File: src/rtl/terrain_pkg.sv
// Shared types and default geometry for the terrain scheduler and sprite renderers.
package terrain_pkg;

    localparam int COORD_W = 16;
    localparam int RGB_W   = 24;

    localparam int DEF_START_X = 880;
    localparam int DEF_START_Y = 360;
    localparam int DEF_MAX_X   = 1280;
    localparam int DEF_MAX_Y   = 720;

    typedef logic [COORD_W-1:0] coord_t;

    typedef struct packed {
        logic [7:0] r;
        logic [7:0] g;
        logic [7:0] b;
    } rgb_t;

    typedef enum logic [1:0] {
        IDLE  = 2'd0,
        RUN   = 2'd1,
        PAUSE = 2'd2
    } state_t;

endpackage

File: src/rtl/terrain_pixel_mux.sv
// Priority pixel arbiter: the lowest-index active slot reporting a hit wins; registered output.
module terrain_pixel_mux
    import terrain_pkg::*;
#(
    parameter int NUM_SLOTS = 4
) (
    input  logic                       clk,
    input  logic                       rst_n,
    input  logic [NUM_SLOTS-1:0]       slot_hit,
    input  logic [NUM_SLOTS-1:0]       slot_active,
    input  logic [NUM_SLOTS*RGB_W-1:0] slot_rgb,
    output rgb_t                       pix_rgb,
    output logic                       pix_hit
);

    rgb_t win_rgb;
    logic win_hit;

    // Scan from the top down so the lowest-index candidate is the last to overwrite.
    always_comb begin
        win_rgb = '0;
        win_hit = 1'b0;
        for (int i = NUM_SLOTS - 1; i >= 0; i--) begin
            if (slot_hit[i] && slot_active[i]) begin
                win_hit = 1'b1;
                win_rgb = slot_rgb[i*RGB_W +: RGB_W];
            end
        end
    end

    always_ff @(posedge clk) begin
        if (!rst_n) begin
            pix_rgb <= '0;
            pix_hit <= 1'b0;
        end else begin
            pix_rgb <= win_rgb;
            pix_hit <= win_hit;
        end
    end

endmodule

File: src/rtl/terrain_scheduler.sv
// Frame-rate terrain sequencer: spawns segments into a slot pool, moves them once per frame,
// retires off-screen segments and arbitrates the per-slot pixels for the compositor.
module terrain_scheduler
    import terrain_pkg::*;
#(
    parameter int NUM_SLOTS      = 4,
    parameter int SPAWN_INTERVAL = 32,
    parameter int START_X        = DEF_START_X,
    parameter int START_Y        = DEF_START_Y,
    parameter int MAX_X          = DEF_MAX_X,
    parameter int MAX_Y          = DEF_MAX_Y,
    parameter int STEP           = 1
) (
    input  logic                         i_clk,
    input  logic                         i_rst_n,
    input  logic                         i_v_sync,
    input  logic                         i_active,
    input  logic                         i_state_check,
    input  logic [NUM_SLOTS-1:0]         i_slot_hit,
    input  logic [NUM_SLOTS*RGB_W-1:0]   i_slot_rgb,
    output logic [NUM_SLOTS-1:0]         o_slot_active,
    output logic [NUM_SLOTS*COORD_W-1:0] o_slot_x,
    output logic [NUM_SLOTS*COORD_W-1:0] o_slot_y,
    output logic [7:0]                   o_red,
    output logic [7:0]                   o_green,
    output logic [7:0]                   o_blue,
    output logic                         o_sprite_hit,
    output logic                         o_spawn_drop
);

    localparam int CNT_W = (SPAWN_INTERVAL > 1) ? $clog2(SPAWN_INTERVAL) : 1;
    localparam logic [CNT_W-1:0] CNT_LAST = CNT_W'(SPAWN_INTERVAL - 1);
    localparam coord_t START_X_C = COORD_W'(START_X);
    localparam coord_t START_Y_C = COORD_W'(START_Y);
    localparam coord_t MAX_X_C   = COORD_W'(MAX_X);
    localparam coord_t MAX_Y_C   = COORD_W'(MAX_Y);
    localparam coord_t STEP_C    = COORD_W'(STEP);

    state_t               state_q, state_d;
    logic                 v_sync_q;
    logic                 tick, run_tick, spawn_due, spawn_found;
    logic [NUM_SLOTS-1:0] spawn_sel;
    logic [CNT_W-1:0]     spawn_cnt_q;
    logic [NUM_SLOTS-1:0] slot_active_q;
    coord_t               slot_x_q [NUM_SLOTS];
    coord_t               slot_y_q [NUM_SLOTS];
    logic                 spawn_drop_q;
    rgb_t                 pix_rgb;

    assign tick      = i_v_sync & ~v_sync_q;
    assign run_tick  = (state_q == RUN) && i_active && !i_state_check && tick;
    assign spawn_due = run_tick && (spawn_cnt_q == CNT_LAST);

    always_ff @(posedge i_clk) begin
        if (!i_rst_n) begin
            state_q  <= IDLE;
            v_sync_q <= 1'b0;
        end else begin
            state_q  <= state_d;
            v_sync_q <= i_v_sync;
        end
    end

    // Losing i_active always wins over pause/unpause.
    always_comb begin
        state_d = state_q;
        case (state_q)
            IDLE:    if (i_active) state_d = RUN;
            RUN:     if (!i_active) state_d = IDLE;
                     else if (i_state_check) state_d = PAUSE;
            PAUSE:   if (!i_active) state_d = IDLE;
                     else if (!i_state_check) state_d = RUN;
            default: state_d = IDLE;
        endcase
    end

    // Free slot is judged on pre-tick occupancy, so a slot retiring this tick is never picked.
    always_comb begin
        spawn_sel   = '0;
        spawn_found = 1'b0;
        for (int i = 0; i < NUM_SLOTS; i++) begin
            if (!slot_active_q[i] && !spawn_found) begin
                spawn_sel[i] = 1'b1;
                spawn_found  = 1'b1;
            end
        end
    end

    always_ff @(posedge i_clk) begin
        if (!i_rst_n) begin
            slot_active_q <= '0;
            spawn_cnt_q   <= '0;
            spawn_drop_q  <= 1'b0;
            for (int i = 0; i < NUM_SLOTS; i++) begin
                slot_x_q[i] <= START_X_C;
                slot_y_q[i] <= START_Y_C;
            end
        end else begin
            spawn_drop_q <= spawn_due && !spawn_found;
            if (state_q == IDLE) begin
                slot_active_q <= '0;
                spawn_cnt_q   <= i_active ? CNT_LAST : '0;
                for (int i = 0; i < NUM_SLOTS; i++) begin
                    slot_x_q[i] <= START_X_C;
                    slot_y_q[i] <= START_Y_C;
                end
            end else if (run_tick) begin
                for (int i = 0; i < NUM_SLOTS; i++) begin
                    if (slot_active_q[i]) begin
                        if (slot_x_q[i] >= MAX_X_C || slot_y_q[i] >= MAX_Y_C) begin
                            slot_active_q[i] <= 1'b0;
                            slot_x_q[i]      <= START_X_C;
                            slot_y_q[i]      <= START_Y_C;
                        end else begin
                            slot_x_q[i] <= slot_x_q[i] + STEP_C;
                            slot_y_q[i] <= slot_y_q[i] + STEP_C;
                        end
                    end else if (spawn_due && spawn_sel[i]) begin
                        slot_active_q[i] <= 1'b1;
                        slot_x_q[i]      <= START_X_C;
                        slot_y_q[i]      <= START_Y_C;
                    end
                end
                spawn_cnt_q <= (spawn_cnt_q == CNT_LAST) ? '0 : spawn_cnt_q + CNT_W'(1);
            end
        end
    end

    for (genvar g = 0; g < NUM_SLOTS; g++) begin : g_pos
        assign o_slot_x[g*COORD_W +: COORD_W] = slot_x_q[g];
        assign o_slot_y[g*COORD_W +: COORD_W] = slot_y_q[g];
    end

    assign o_slot_active = slot_active_q;
    assign o_spawn_drop  = spawn_drop_q;

    terrain_pixel_mux #(
        .NUM_SLOTS (NUM_SLOTS)
    ) u_pixel_mux (
        .clk         (i_clk),
        .rst_n       (i_rst_n),
        .slot_hit    (i_slot_hit),
        .slot_active (slot_active_q),
        .slot_rgb    (i_slot_rgb),
        .pix_rgb     (pix_rgb),
        .pix_hit     (o_sprite_hit)
    );

    assign o_red   = pix_rgb.r;
    assign o_green = pix_rgb.g;
    assign o_blue  = pix_rgb.b;

endmodule

File: config.mk
export PLATFORM = sky130hd
export DESIGN_NAME = terrain_scheduler
export DESIGN_NICKNAME = d
export VERILOG_FILES = /design/src/rtl/terrain_pkg.sv /design/src/rtl/terrain_pixel_mux.sv /design/src/rtl/terrain_scheduler.sv
export SDC_FILE = /design/constraint.sdc
export NUM_CORES = 1
export LEC_CHECK = 0
export ABC_AREA = 1
export CAP_MARGIN = 0
export CELL_PAD_IN_SITES_DETAIL_PLACEMENT = 1
export CELL_PAD_IN_SITES_GLOBAL_PLACEMENT = 1
export CORE_ASPECT_RATIO = 0.5
export CORE_MARGIN = 3
export CORE_UTILIZATION = 37
export DETAILED_ROUTE_END_ITERATION = 10
export PLACE_DENSITY_LB_ADDON = 0.1
export SLEW_MARGIN = 10
export SYNTH_ARGS = -nofsm -noshare
export SYNTH_HDL_FRONTEND = slang
export SYNTH_SLANG_ARGS = --single-unit
File: constraint.sdc
create_clock -name i_clk -period 7.5 [get_ports i_clk]
set_clock_uncertainty 0.05 [all_clocks]
set_input_delay 1.5 -clock i_clk [delete_from_list [all_inputs] [get_ports i_clk]]
set_output_delay 1.5 -clock i_clk [all_outputs]
set_load 0.05 [all_outputs]
* Word-level counts from Yosys, hierarchy flattened
Memories as Yosys holds them, arrays and structs flattened. Index checks and enable logic that the tools add are counted. Widths: inputs -> output; s select.
Storage, ports and cells: bits in writable memories 128, output and inout port bits 158, memories 2, flip-flop bits (word level) 38
Memory list:
- slot_x_q | words 4, width 16, read ports 4, clocked after Yosys merged registers in 0, wr ports 4, RTL line terrain_scheduler.sv:45 | coord_t slot_x_q [NUM_SLOTS];
- slot_y_q | words 4, width 16, read ports 4, clocked after Yosys merged registers in 0, wr ports 4, RTL line terrain_scheduler.sv:46 | coord_t slot_y_q [NUM_SLOTS];
Operators by class: order comparisons 8, reductions and logical operators 31, mux-type cells 137, eq/ne operators 6, add/subtract/negate cells 9, bitwise operators 35
Operators with widths (count):
- $mux 16 | 32
- $add 16x1->16 const B | 8
- $mux 24 | 4
- $mux 1 | 91
- $ge 16x10->1 const B | 4
- $ge 16x11->1 const B | 4
- $or 1x1->1 | 32
- $mux 5 | 4
- $logic_and 1x1->1 | 16
- $mux 2 | 5
- $logic_not 1->1 | 7
- $ne 3x3->1 const B | 2
- $pmux 2 s3 | 1
- $add 5x1->5 const B | 1
- $eq 5x5->1 const B | 1
- $logic_or 1x1->1 | 4
- $reduce_and 3->1 | 1
- $eq 2x1->1 const B | 1
- $eq 2x2->1 const B | 1
- $logic_not 2->1 | 1
- $ne 2x2->1 const B | 1
- $not 1->1 | 2
- $reduce_bool 2->1 | 1
- $reduce_or 2->1 | 1
- $and 1x1->1 | 1

* Longest topological paths before layout
Gate-level depths: netlist (run 1).
depth in word-level cells 17, gate-level depth with buffers 12

* Modules after synthesis
From an unflattened synthesis (run 1), not the netlist that was laid out.
Unflattened totals: cell total of the unflattened synthesis 1017, area, all modules 8938.6 um^2
Modules (own cells, without submodules):
- terrain_scheduler | seq. area each 3783.6 um^2, area each 6869.1 um^2, times used 1, cells each 716
- terrain_pixel_mux | seq. area each 500.5 um^2, area each 2069.5 um^2, times used 1, cells each 301

* Worst setup path after synthesis (run 1)
Ideal clock, no wire load.
path type input port to flip-flop, start point input i_v_sync, end point memory slot_x_q[3][0] (netlist name), enable pin, stages on the path 4, data arrival time 3.490 ns, path slack 3.529 ns, required time 7.019 ns, path through inv_1 nor2_1 nand3_4 o211ai_1
RTL lines:
- from (decl) | RTL line terrain_scheduler.sv:16 | input logic i_v_sync,
- to (decl) | RTL line terrain_scheduler.sv:45

==> run metrics, run 1 <==
path depth of the worst reg2reg path=6; most numerous cell in the Yosys netlist=nand2_1; Vias/cell=5.00; Synth Warn #=0; worst-path cell chain=clkdlybuf4s50_1 > buf_4 > inv_1 > nor2_4 > nand2_1 > nor2_1 > nor3_1 > nand2_1 > buf_4; Synth Area in Simple Gates=22.0%; DR iter-0 viols=460; Net Switching=0.624 mW; Max Freq=0.237 GHz; die height=111 µm; Root Buffer=clkbuf_16; initial core utilization=38.8%; Tcrit/Tclk final=56.2%; total power=2.26 mW; Final Net Count=1343; Mapped Cells=936; Post-synth ARST share=0%; EDFF count, synth=96; crit path time final=4.21 ns; clock tree from TritonCTS=yes; CP Buf/Inv Count=4; critical path arrival=4.25 ns; status=finished clean; final instance area=0.0117 mm²; element type at the critical path start=primary input; Post-CTS Hold Fix Bufs=0; Synth area leaders=edfxtp_1 35%, dfxtp_1 17%, nand2_1 5.7%; antenna viol nets, final=0; Post-Syn Area=0.00818 mm²; die area=0.0240 mm²; Worst path slowest cell=nor2_1; Main synth FF type=edfxtp_1; Final Hold Viols=0; vias in the first global route=7974; number of diodes=0; VDD IR-drop max=0.119 mV; Crit Path Class=in2reg; H-tree Lvls=4; Post-Synth XOR/XNOR Area=4.07%; Seq pwr share=46.3%; TritonCTS Buffers=17; Pwr Density=192 mW/mm²; fraction of layout instances using a drive strength above 1=4.79%; Seq cells post-synth=166; register area share after synthesis=52.4%; Max Cap Viol=0; class of the worst hold path=reg2reg; maximum clock insertion buffer count=2; Hold EP=slot_y_q[0][13]; clk slew on worst S/H paths=0.06 ns; CP peak stage delay=0.61 ns; sw frac=27.7%; vias post-DR=7623; Yosys cell types=44; Core ar.=0.0211 mm²; Yosys top cell area share=35.2%; multiplexer share of the synthesized area=0%; RR Startpoint=o_slot_active[3]; Setup TNS Final=0 ns; Hold Startpoint=slot_y_q[0][13]; HPWL after DPL=19.5 mm; Worst Tran Pin Value=1.18 ns; Initial DRT Pass Iterations=4; # rows=37; Final setup viols=0; Avg WL per Cell=17.5 µm; Reg2Reg Setup Slack=4.73 ns; largest family of logic cells by synthesized area=simple AND/OR/NAND/NOR gates; WP data required=7.54 ns; relative slew slack=21.5%; Critical Path Fanout Max=38; Post-Synth Adder-Cell Area=2.75%; grt total ovfl=0; Total Wirelength=26.6 mm; Setup Buffers After CTS=0; leakage power=4.66 nW; Avg Cell Area, Syn=8.74 µm²; R2R Path End=slot_y_q[3][1]; worst-skew pair later-pin latency=0.44 ns; combinational power share=15.4%; antenna violations before repair=0; cts repair resizes=0; # DRC=0; global-route wire length before repair=42.9 mm; CP Capture Type=flip-flop; Layout fillers=2512; # port buffers=262; Die W=216 µm; Pins Over Slew Limit=0; io pins=263; Post-synth top cells=125 x nand2_1, 104 x inv_1, 99 x nor2_1; complex-gate fraction of the synthesized area=11.7%; Syn-to-layout area delta=43.4%; post-layout util=55.6%; Area after DPL=0.0112 mm²; cell-internal power=1.63 mW; gr usage total=22.3%; placer congestion estimate=0.823; Crit path max-delay family=buffers and inverters; CTS sink cnt=166; Synth area leader=edfxtp_1; Hold Path Cell Cnt=2; pin count of the biggest net entering global routing=50; clock share of power=38.3%; RSZ-0062 raised after global routing=false
## area by class of cell
type	count	area (µm²)	share of cell area (%)
Clock buffer	22	454	3.87
Inverter	111	417	3.55
Sequential cell	166	4280	36.5
Tap cell	292	365	3.11
Clock inverter	10	106	0.906
Timing Repair Buffer	268	2670	22.7
Multi-Input combinational cell	656	3440	29.3
## registers in the layout (all words and copies together), names as in the netlist
name / flops
slot_x_q: 64
slot_y_q: 64
u_pixel_mux.pix_rgb: 24
spawn_cnt_q: 5
o_slot_active: 4
state_q: 2
o_spawn_drop: 1
u_pixel_mux.pix_hit: 1
v_sync_q: 1
## cells by family after synthesis
kind of cell    after synthesis
xor+xnor                     38
fa+ha+maj                    18
other cells                   1
flops                       166
compound gates              182
simple gates                385
buf+inv                     146
## tightest hold or removal path, delay by kind of cell (launching register included)
| family | cells | cell delay, ns |
|---|---|---|
| AND/OR/NAND/NOR | 2 | 0.10 |
| flip-flops | 1 | 0.32 |
## cells in the final DEF, fill, tap and decap left out, types with 18 or more instances in the layout
master             n
clkdlybuf4s50_1  262
nor2_1            99
conb_1            33
o21ai_0           70
a21oi_1           91
nor3_1            24
dfxtp_1           70
inv_1            104
edfxtp_1          96
ha_1              18
nand2_1          125
xor2_1            28
nand3_1           86
## routing by layer
metal	wire, µm	track usage [%]	vias up
met3	1180	5.70	33
met4	473	5.68	0
met1	11800	27.8	3735
met2	13200	38.8	154
met5	0	0	-
li1	-	-	3701
## power by group through the flow
| stage | clock [mW] | sequential [mW] | combinational (mW) |
|---|---|---|---|
| final | 0.864 | 1.04 | 0.348 |
| after global placement | 0 | 1.06 | 0.341 |
| after CTS | 0.881 | 1.05 | 0.350 |
| after global routing | 0.920 | 1.05 | 0.371 |
| after detailed placement | 0 | 1.06 | 0.348 |
| after floorplan | 0 | 1.17 | 0.0844 |
## worst max-delay path by stage
stage,startpoint,to,slack [ns],cells past startpoint
floorplan,i_v_sync,slot_x_q[3][0],3.53,4
global placement,i_rst_n,slot_y_q[1][1],2.98,9
detailed placement,i_rst_n,slot_y_q[1][1],2.87,9
CTS,i_rst_n,slot_x_q[1][3],3.31,9
global route,i_rst_n,slot_y_q[1][0],3.08,9
finish,i_rst_n,slot_x_q[1][15],3.29,9
## stage by stage
stage / cells / setup WS, ns / hold slack, ns
after CTS: 1525 / 3.31 / 0.413
after global routing: 1525 / 3.08 / 0.445
after global placement: 1493 / 2.98 / 0.394
final: 1525 / 3.29 / 0.411
after detailed placement: 1493 / 2.87 / 0.401
after floorplan: 968 / 3.53 / 0.442
(Power assumes the default switching activity.)
==> run 2, diff against run 1 <==
CORE_UTILIZATION = 31   (was 37)
clock period = 3.8 ns   (was 7.5 ns; I/O delays follow)
==> run metrics, run 2 (synthesized netlist as in run 1, its figures left out) <==
vias in the first global route=7888; Final setup viols=0; Multi-input gate area=0.00344 mm²; leakage power=4.66 nW; Hold Path Cell Cnt=2; # rows=41; Die W=236 µm; vias post-DR=7474; Core ar.=0.0255 mm²; H-tree Lvls=4; path depth of the worst reg2reg path=9; TritonCTS Buffers=17; Avg WL per Cell=16.6 µm; die area=0.0285 mm²; HPWL after DPL=19.7 mm; pin count of the biggest net entering global routing=50; Net Switching=1.25 mW; Initial DRT Pass Iterations=4; io pins=263; Vias/cell=4.72; Syn-to-layout area delta=44.4%; Post-CTS Hold Fix Bufs=0; Reg2Reg Setup Slack=1.40 ns; worst-skew pair later-pin latency=0.45 ns; global-route wire length before repair=42.3 mm; Critical Path Fanout Max=29; grt total ovfl=0; CP peak stage delay=0.88 ns; Root Buffer=clkbuf_16; critical path arrival=1.96 ns; class of the worst hold path=reg2reg; post-layout util=46.2%; status=finished clean; Seq pwr share=47.0%; relative slew slack=41.6%; total power=4.38 mW; placer congestion estimate=0.790; die height=121 µm; top flop regs=slot_x_q (64), slot_y_q (64), u_pixel_mux.pix_rgb (24); Hold EP=slot_y_q[0][13]; Pins Over Slew Limit=0; Final Net Count=1348; Tcrit/Tclk final=72.9%; clock share of power=37.3%; DR iter-0 viols=320; highest-count cells in the layout ignoring fill and taps=262 x clkdlybuf4s50_1, 125 x nand2_1, 104 x inv_1; WP data required=2.99 ns; VDD IR-drop max=0.287 mV; maximum clock insertion buffer count=2; combinational power share=15.6%; antenna viol nets, final=0; Layout fillers=3033; gr usage total=18.7%; Reg area=0.00428 mm²; Pwr Density=371 mW/mm²; crit path time final=2.77 ns; cts repair resizes=0; CP Capture Type=output pin; Setup TNS Final=0 ns; clk slew on worst S/H paths=0.06 ns; RSZ-0062 raised after global routing=false; Setup Buffers After CTS=0; Max Freq=0.361 GHz; number of diodes=0; fraction of layout instances using a drive strength above 1=5.17%; initial core utilization=32.0%; cell-internal power=3.14 mW; R2R Path End=slot_x_q[2][13]; Worst path slowest cell=clkdlybuf4s50_1; antenna violations before repair=1; sw frac=28.4%; Hold Startpoint=slot_y_q[0][13]; clock tree from TritonCTS=yes; # port buffers=262; Final Hold Viols=0; Worst Tran Pin Value=0.875 ns; RR Startpoint=spawn_cnt_q[0]; # DRC=0; Max Cap Viol=0; Total Wirelength=26.3 mm; most common cell after layout, fill and taps aside=clkdlybuf4s50_1; element type at the critical path start=flip-flop; worst-path cell chain=buf_4 > clkdlybuf4s50_1; CTS sink cnt=166; Crit Path Class=reg2out
==> run 2: cell count changes in the layout (fill, tap and decap cells not counted) <==
cell	previous run	this run
clkbuf_8	1	0
clkinv_4	0	2
clkinv_2	4	2
inv_6	0	1
bufinv_16	2	1
clkinv_1	2	4
clkinvlp_4	3	4
buf_4	6	11
clkbuf_1	4	2
==> run 2: through the flow <==
| step | setup slack (ns) | hold WS (ns) | area (µm²) | instances |
|---|---|---|---|---|
| after floorplan | 0.569 | 0.442 | 8300 | 968 |
| after global placement | 0.619 | 0.396 | 11300 | 1550 |
| after detailed placement | 0.562 | 0.410 | 11300 | 1550 |
| after CTS | 0.985 | 0.420 | 11800 | 1582 |
| after global routing | 0.851 | 0.442 | 11800 | 1582 |
| final | 1.03 | 0.414 | 11800 | 1582 |
==> run 2: worst max-delay path by stage <==
stage / from / to / slack (ns)
after floorplan: i_v_sync / slot_x_q[3][0] / 0.57
after CTS: o_slot_active[3] / o_slot_active[3] / 0.99
after global placement: i_v_sync / slot_y_q[1][1] / 0.62
after detailed placement: i_v_sync / slot_y_q[1][1] / 0.56
final: o_slot_active[3] / o_slot_active[3] / 1.03
after global routing: i_v_sync / slot_y_q[1][1] / 0.85
==> run 2: area by class of cell <==
cell class,count,area share (%)
clock buffers,19,3.66
clock inverters,13,0.911
inverters,111,3.53
multi-input cells,656,29.1
flip-flops and latches,166,36.3
well taps,344,3.64
repair buffers,273,22.9
==> run 2: worst max-delay path: cells and delay by family, from the launching register on <==
| family | cells | cell delay (ns) |
|---|---|---|
| DFF | 1 | 0.31 |
| buffers and inverters | 2 | 1.20 |
==> run 2: power by group through the flow <==
| stage | combinational [mW] | sequential, mW | clock, mW |
|---|---|---|---|
| detailed placement | 0.688 | 2.10 | 0 |
| global placement | 0.679 | 2.10 | 0 |
| CTS | 0.691 | 2.06 | 1.69 |
| finish | 0.685 | 2.06 | 1.64 |
| global route | 0.732 | 2.07 | 1.78 |
| floorplan | 0.167 | 2.32 | 0 |
==> run 2: metal layers <==
metal / wire (µm) / track usage [%] / vias up
met2: 13000 / 33.0 / 149
met5: 13 / 0 / -
met3: 1540 / 6.34 / 18
li1: - / - / 3709
met4: 236 / 3.95 / 2
met1: 11500 / 22.4 / 3596
==> run 3, diff against run 2 <==
CORE_UTILIZATION = 34   (was 31)
clock period = 2.6 ns   (was 3.8 ns; I/O delays follow)
==> run metrics, run 3 (synthesized netlist as in run 1, its figures left out) <==
CTS sink cnt=166; global-route wire length before repair=41.5 mm; highest-count cells in the layout ignoring fill and taps=262 x clkdlybuf4s50_1, 125 x nand2_1, 103 x inv_1; status=finished clean; grt total ovfl=0; Die W=225 µm; Final setup viols=0; class of the worst hold path=reg2reg; clock tree from TritonCTS=yes; RSZ-0062 raised after global routing=false; final worst slack=0.223 ns; Max Freq=0.421 GHz; Area after DPL=0.0114 mm²; Vias/cell=4.87; fraction of layout instances using a drive strength above 1=6.86%; Initial DRT Pass Iterations=7; Reg area=0.00429 mm²; Syn-to-layout area delta=47.3%; Crit path max-delay family=buffers and inverters; Tcrit/Tclk final=91.4%; CP Buf/Inv Count=1; leakage power=4.83 nW; CP peak stage delay=0.86 ns; Root Buffer=clkbuf_16; vias in the first global route=7943; worst-skew pair later-pin latency=0.44 ns; Setup WS pre-CTS=-0.0639 ns; Multi-input gate area=0.00345 mm²; Max Cap Viol=0; CP Capture Type=output pin; Post-CTS Hold Fix Bufs=0; most common cell after layout, fill and taps aside=clkdlybuf4s50_1; Total Wirelength=26.3 mm; initial core utilization=35.2%; Final Net Count=1364; antenna viol nets, final=0; placer congestion estimate=0.800; Avg WL per Cell=16.8 µm; Crit Path Class=reg2out; top flop regs=slot_x_q (64), slot_y_q (64), u_pixel_mux.pix_rgb (24); Worst Tran Pin Value=0.672 ns; element type at the critical path start=flip-flop; pin count of the biggest net entering global routing=50; # port buffers=262; relative slew slack=54.7%; vias post-DR=7600; clk slew on worst S/H paths=0.07 ns; # DRC=0; Layout fillers=2723; cts repair resizes=0; Worst path slowest cell=clkdlybuf4s50_1; VDD IR-drop max=0.268 mV; die height=116 µm; HPWL after DPL=19.9 mm; TritonCTS Buffers=17; H-tree Lvls=4; io pins=263; critical path arrival=1.81 ns; maximum clock insertion buffer count=2; die area=0.0261 mm²; Pins Over Slew Limit=0; Critical Path Fanout Max=6; WP data required=2.03 ns; Pwr Density=563 mW/mm²; Core ar.=0.0232 mm²; crit path time final=2.38 ns; final instance area=0.0121 mm²; Final Hold Viols=0; # rows=39; number of diodes=0; Setup Buffers After CTS=0; worst-path cell chain=clkdlybuf4s50_1; DR iter-0 viols=383; antenna violations before repair=0; gr usage total=20.4%
-- run 3: cell count changes in the layout (fill, tap and decap cells not counted), sizes merged --
cell,delta
buf,+16
bufinv,+3
clkinvlp,-3
clkbuf,-2
clkinv,-1
inv,+3
-- run 3: layout make-up --
class	count	area share, %
sequential	166	35.5
clock buffer	17	3.53
inverter	111	3.52
timing repair buffer	289	24.0
tap	307	3.19
multi-input combinational	656	28.6
clock inverter	15	1.64
-- run 3: worst register-to-register path, delay by kind of cell (launching register included) --
kind / cells / cell delay (ns)
AND/OR/NAND/NOR: 6 / 0.89
adder cells (fa/ha/maj): 2 / 0.42
flip-flops: 1 / 0.40
buffers and inverters: 1 / 0.22
-- run 3: worst paths after layout --
kind | start | to | slack [ns] | cells past startpoint
max reg2reg | spawn_cnt_q[0] | slot_y_q[1][10] | 0.32 | 9
max | slot_y_q[1][4] | o_slot_y[20] | 0.22 | 1
min reg2reg | slot_y_q[0][13] | slot_y_q[0][13] | 0.41 | 2
min | slot_y_q[0][13] | slot_y_q[0][13] | 0.41 | 2
-- run 3: layer usage --
layer / track usage (%) / up-vias / wire, µm
li1: - / 3735 / -
met1: 22.9 / 3698 / 10900
met2: 37.9 / 144 / 13600
met3: 7.01 / 23 / 1570
met4: 4.48 / 0 / 255
met5: 0 / - / 0
-- run 3: report_power, final --
group / leakage (nW) / total (mW) / internal (mW) / switching, mW
Sequential: 1.51 / 3.01 / 2.90 / 0.113
Combinational: 3.02 / 1.03 / 0.405 / 0.628
Clock: 0.303 / 2.74 / 1.61 / 1.13
Total: 4.83 / 6.78 / 4.91 / 1.87
-- run 3: metrics by stage --
step / TNS (ns) / total power, mW / instances / hold WS (ns) / util, %
floorplan: -9.41 / 3.63 / 968 / 0.442 / -
global placement: 0 / 4.08 / 1529 / 0.396 / 49.2
detailed placement: -0.412 / 4.11 / 1529 / 0.404 / 49.2
CTS: 0 / 6.87 / 1561 / 0.415 / 51.9
global route: 0 / 7.05 / 1561 / 0.435 / 51.9
finish: 0 / 6.78 / 1561 / 0.408 / 51.9
